$ cat src/rtl/adder16_arbiter.sv
// adder16_arbiter: round-robin front end sharing one 16-bit adder among NREQ
// requesters. Operands are registered (EXEC), then the sum and flags are held
// in a response register until the consumer accepts them (RESP).
// Optional feature macro: ADD16_ARB_PRIO_EN gives requester 0 fixed highest
// priority; the rest stay round-robin among themselves.

module adder16 (
  input  logic [15:0] x,
  input  logic [15:0] y,
  output logic [15:0] z,
  output logic        s,
  output logic        zr,
  output logic        cy,
  output logic        p,
  output logic        v
);
  logic [16:0] sum;

  // Unsigned 17-bit add; flags derived from the truncated sum.
  always_comb begin
    sum = {1'b0, x} + {1'b0, y};
    z   = sum[15:0];
    cy  = sum[16];
    s   = sum[15];
    zr  = (sum[15:0] == 16'h0000);
    p   = ~^sum[15:0];
    v   = (x[15] == y[15]) && (sum[15] != x[15]);
  end
endmodule

module adder16_arbiter #(
  parameter int NREQ = 4
) (
  input  logic                 clk,
  input  logic                 rst_n,
  input  logic [NREQ-1:0]      req_valid,
  output logic [NREQ-1:0]      req_ready,
  input  logic [16*NREQ-1:0]   req_x,
  input  logic [16*NREQ-1:0]   req_y,
  output logic                 rsp_valid,
  input  logic                 rsp_ready,
  output logic [2:0]           rsp_id,
  output logic [15:0]          rsp_z,
  output logic                 rsp_s,
  output logic                 rsp_zr,
  output logic                 rsp_cy,
  output logic                 rsp_p,
  output logic                 rsp_v
);
  localparam int LW = (NREQ > 1) ? $clog2(NREQ) : 1;

  localparam logic [1:0] S_IDLE = 2'd0;
  localparam logic [1:0] S_EXEC = 2'd1;
  localparam logic [1:0] S_RESP = 2'd2;

  logic [1:0]    state_q, state_d;
  logic [LW-1:0] last_q;
  logic [LW-1:0] id_q;
  logic [15:0]   x_q, y_q;

  logic          found, upd;
  logic [LW-1:0] win, idx;

  logic [15:0]   a_z;
  logic          a_s, a_zr, a_cy, a_p, a_v;

  logic          rsp_valid_q;
  logic [2:0]    rsp_id_q;
  logic [15:0]   rsp_z_q;
  logic          rsp_s_q, rsp_zr_q, rsp_cy_q, rsp_p_q, rsp_v_q;

  // Winner search: first valid bit starting at last+1, wrapping. With the
  // priority option, requester 0 pre-empts the search and leaves last alone,
  // so the round-robin among 1..NREQ-1 resumes where it stopped.
  always_comb begin
    found = 1'b0;
    upd   = 1'b0;
    win   = '0;
    idx   = '0;
`ifdef ADD16_ARB_PRIO_EN
    if (req_valid[0]) begin
      found = 1'b1;
      win   = '0;
    end else
`endif
    for (int k = 1; k <= NREQ; k++) begin
      idx = LW'((int'(last_q) + k) % NREQ);
      if (!found && req_valid[idx]) begin
        found = 1'b1;
        upd   = 1'b1;
        win   = idx;
      end
    end
  end

  // Grant is only offered while idle; one-hot or zero.
  always_comb begin
    req_ready = '0;
    if (state_q == S_IDLE && found) req_ready[win] = 1'b1;
  end

  // Next-state: IDLE -> EXEC on grant, EXEC -> RESP, RESP -> IDLE on accept.
  always_comb begin
    state_d = state_q;
    case (state_q)
      S_IDLE:  if (found) state_d = S_EXEC;
      S_EXEC:  state_d = S_RESP;
      S_RESP:  if (rsp_ready) state_d = S_IDLE;
      default: state_d = S_IDLE;
    endcase
  end

  // Operand capture and round-robin pointer update on grant.
  always_ff @(posedge clk or negedge rst_n) begin
    if (!rst_n) begin
      state_q <= S_IDLE;
      last_q  <= LW'(NREQ - 1);
      id_q    <= '0;
      x_q     <= '0;
      y_q     <= '0;
    end else begin
      state_q <= state_d;
      if (state_q == S_IDLE && found) begin
        x_q  <= req_x[16*int'(win) +: 16];
        y_q  <= req_y[16*int'(win) +: 16];
        id_q <= win;
        if (upd) last_q <= win;
      end
    end
  end

  adder16 u_add (
    .x  (x_q),
    .y  (y_q),
    .z  (a_z),
    .s  (a_s),
    .zr (a_zr),
    .cy (a_cy),
    .p  (a_p),
    .v  (a_v)
  );

  // Response register: loaded in EXEC, held through RESP until accepted.
  always_ff @(posedge clk or negedge rst_n) begin
    if (!rst_n) begin
      rsp_valid_q <= 1'b0;
      rsp_id_q    <= '0;
      rsp_z_q     <= '0;
      rsp_s_q     <= 1'b0;
      rsp_zr_q    <= 1'b0;
      rsp_cy_q    <= 1'b0;
      rsp_p_q     <= 1'b0;
      rsp_v_q     <= 1'b0;
    end else if (state_q == S_EXEC) begin
      rsp_valid_q <= 1'b1;
      rsp_id_q    <= 3'(id_q);
      rsp_z_q     <= a_z;
      rsp_s_q     <= a_s;
      rsp_zr_q    <= a_zr;
      rsp_cy_q    <= a_cy;
      rsp_p_q     <= a_p;
      rsp_v_q     <= a_v;
    end else if (state_q == S_RESP && rsp_ready) begin
      rsp_valid_q <= 1'b0;
    end
  end

  assign rsp_valid = rsp_valid_q;
  assign rsp_id    = rsp_id_q;
  assign rsp_z     = rsp_z_q;
  assign rsp_s     = rsp_s_q;
  assign rsp_zr    = rsp_zr_q;
  assign rsp_cy    = rsp_cy_q;
  assign rsp_p     = rsp_p_q;
  assign rsp_v     = rsp_v_q;
endmodule

$ cat config.mk
export PLATFORM = sky130hd
export DESIGN_NAME = adder16_arbiter
export DESIGN_NICKNAME = d
export VERILOG_FILES = /design/src/rtl/adder16_arbiter.sv
export SDC_FILE = /design/constraint.sdc
export NUM_CORES = 1
export LEC_CHECK = 0
export ABC_AREA = 1
export CAP_MARGIN = 0
export CORE_AREA = 4 4 108 110
export CTS_BUF_LIST = sky130_fd_sc_hd__clkbuf_8
export DETAILED_ROUTE_END_ITERATION = 12
export DIE_AREA = 0 0 112 114
export GPL_TIMING_DRIVEN = 0
export PLACE_DENSITY = 0.83
export SETUP_SLACK_MARGIN = 0.1
export SYNTH_ARGS = -nofsm -noshare
export SYNTH_HDL_FRONTEND = slang
export SYNTH_HIERARCHICAL = 1
export SYNTH_SLANG_ARGS = --single-unit
$ cat constraint.sdc
create_clock -name clk -period 3.25 [get_ports clk]
set_clock_uncertainty 0.1 [all_clocks]
set_input_delay 0.4875 -clock clk [delete_from_list [all_inputs] [get_ports clk]]
set_output_delay 0.4875 -clock clk [all_outputs]
set_load 0.005 [all_outputs]
==> impl_metrics.yaml <==
synthesis:
  yosys_warnings: 6
  synth_cells: 796
  ys_seq_elements: 62
  yosys_most_used_dff: "dfrtp_1"
  synth_top_area_share_pct: 29.1
  synth_top_area_cell: "dfrtp_1"
  synth_cell_type_count: 41
  yosys.cell_count.top_type: "nand2_1"
  synth-async-reset-ratio_pct: 100
  synth-edff-count: 0
  syn_nets: 955
  syn_area_sq_um: 5160
  seq_area_frac_synth_pct: 30.1
  synth_area_per_cell_sq_um: 6.48
  synth_common_cells: "nand2_1, inv_1, nand3_1"
  synth.top_cells.by_area: "dfrtp_1, nand2_1, nand3_1, inv_1, ha_1"
drt:
  wl_per_cell_microns: 13.5
  drc: 0
  routed-via-count: 5614
  drtIter0Drc: 305
  antenna_left: 0
  drt-total-wl_microns: 15300
  dr.pass1.iters: 5
  post_drt_via_cell_ratio: 4.98
floorplanning:
  core_region_area_sq_um: 10700
  die_area_sq_um: 12800
  row_count: 38
  fp.dieW_microns: 112
  die_h_microns: 114
  start_util_pct: 48.2
  ios: 164
flow_run:
  maxCapViolations: 0
clock_tree:
  clk_pin_slew_ns: 0.07
  cts-root-buf: "clkbuf_8"
  cts_inserted_buffers: 9
  cts.sinks: 62
  htreeDepth: 3
  clock_path_buffers: 2
  clock_latency_ns: 0.35
  ctsHoldBuffers: 0
  cts_tree: "done"
timing:
  post-route-period-util_pct: 95.8
  fmax_ghz: 0.321
  finalCriticalPeriod_ns: 3.11
  maxSlewHeadroom_pct: 58.6
  rsz0062_at_grt: "no"
  tightestPinTransition_ns: 0.622
  setup_viol: 0
  finalHoldViolations: 0
  slew_violations: 0
grt:
  grt_usage_pct: 23.2
  antenna_found_initial: 0
  grt_max_degree: 36
  grt_pass1_vias: 5344
  overflow: 0
  grt_pass1_wl_microns: 24400
final_layout:
  diodes: 0
  seqCellArea_sq_um: 1550
  syn_to_final_growth_pct: 45.0
  nets: 1142
  fin_cells: 1128
  drive_gt1_share_pct: 11.6
  multi_input_area_sq_um: 3020
  nFillCells: 893
critical_path:
  arrival_ns: 3.25
  r2r_cells: 17
  worstSetupEndpointType: "flop"
  cp.required_ns: 3.39
  startpoint_type: "flop"
  r2r-end: "rsp_p$_DFFE_PN0P_"
  ff2ff_setup_slack_ns: 0.14
  cp_max_fo: 4
  rr_startpoint: "x_q[6]$_DFFE_PN0P_"
  path_class: "reg2reg"
outcome:
  outcome: "finished clean"
place:
  dp.cells: 1099
  dp_hpwl_microns: 11900
  place_congestion: 0.908
  io_buffers: 162
worst_hold_path:
  hold_path.class: "in2async"
[cells by family (layout without fill, tap and decap cells)]
kind of cell | Yosys count | in the layout | synth area share, %
flip-flops | 62 | 62 | 30.1
AND/OR/NAND/NOR | 465 | 465 | 39.8
buffers and inverters | 180 | 372 | 14.4
AO/OA/AOI/OAI | 46 | 46 | 6.59
other | 1 | 1 | 0.0727
XOR/XNOR | 18 | 18 | 3.05
adder cells (fa/ha/maj) | 24 | 24 | 5.96
[sequential cells by signal, indices dropped and copies added (netlist names), 2 cells and up]
name	cells
last_q	2
y_q	16
rsp_id	2
x_q	16
rsp_z	16
id_q	2
state_q	2
[layer usage]
| layer | vias up | share of wire (%) | global-route usage [%] |
|---|---|---|---|
| li1 | 2816 | - | - |
| met1 | 2563 | 42 | 29.4 |
| met3 | 34 | 6.7 | 4.35 |
| met5 | - | 0 | 0 |
| met4 | 0 | 2.6 | 7.37 |
| met2 | 201 | 49 | 40.4 |
[area by class of cell]
cell class | instances | share of cell area (%)
Sequential cell | 62 | 20.8
Buffer | 32 | 2.96
Clock inverter | 4 | 0.920
Clock buffer | 12 | 2.21
Tap cell | 140 | 2.34
Multi-Input combinational cell | 554 | 40.3
Inverter | 148 | 7.49
Timing Repair Buffer | 176 | 23.0
[metrics by stage]
stage / utilization, % / TNS [ns] / setup WS [ns] / hold WS [ns] / area [sq um]
after floorplan: - / 0 / 0.409 / 0.0919 / 5160
after global placement: 65.0 / -17.92 / -0.291 / 0.355 / 6960
after detailed placement: 65.2 / -0.833 / -0.263 / 0.359 / 6970
after CTS: 68.3 / 0 / 0.0818 / 0.0708 / 7300
after global routing: 69.9 / 0 / 0.0475 / 0.105 / 7480
final: 69.9 / 0 / 0.137 / 0.0480 / 7480
[critical path, stage by stage, from the launching register on]
cell	delay, ns
dfrtp_1	0.39
ha_2	0.41
nand2_1	0.09
nor2_1	0.08
nand3_1	0.11
nand2_2	0.13
a31o_2	0.18
xor2_2	0.21
inv_1	0.10
ha_1	0.33
xnor2_2	0.15
xnor2_1	0.18
xor2_1	0.23
inv_1	0.08
nand2_1	0.07
nand2_1	0.05
nand2_1	0.06
nand2_1	0.05
[cell usage in the layout, fill, tap and decap left out, types with 6 or more instances in the layout]
master,instances
dfrtp_1,60
ha_1,16
o211ai_2,10
xnor2_1,10
nor2_1,16
nand2_2,8
o211ai_1,7
or2_1,18
a21oi_1,11
nand2_1,294
clkbuf_8,12
clkdlybuf4s50_1,157
nand3_1,108
buf_2,13
buf_4,17
clkbuf_1,8
inv_1,141
nand2_4,6
[worst max path at each step]
| stage | from | to | depth (start not counted) |
|---|---|---|---|
| floorplan | y_q[0]$_DFFE_PN0P_ | rsp_p$_DFFE_PN0P_ | 19 |
| global placement | rst_n | x_q[13]$_DFFE_PN0P_ | 1 |
| detailed placement | req_valid[3] | req_ready[3] | 12 |
| CTS | last_q[0]$_DFFE_PN1P_ | req_ready[3] | 14 |
| global route | y_q[4]$_DFFE_PN0P_ | rsp_p$_DFFE_PN0P_ | 17 |
| finish | x_q[6]$_DFFE_PN0P_ | rsp_p$_DFFE_PN0P_ | 17 |
[repair_timing]
action,CTS,global route
setup buffers,8,5
setup endpoints to repair,5,5
pin swaps,5,12
gates resized for setup,16,30
Power is left out: the tool's default activity adds up to more than one toggle a clock period on the data nets, which glitch-free logic cannot reach.
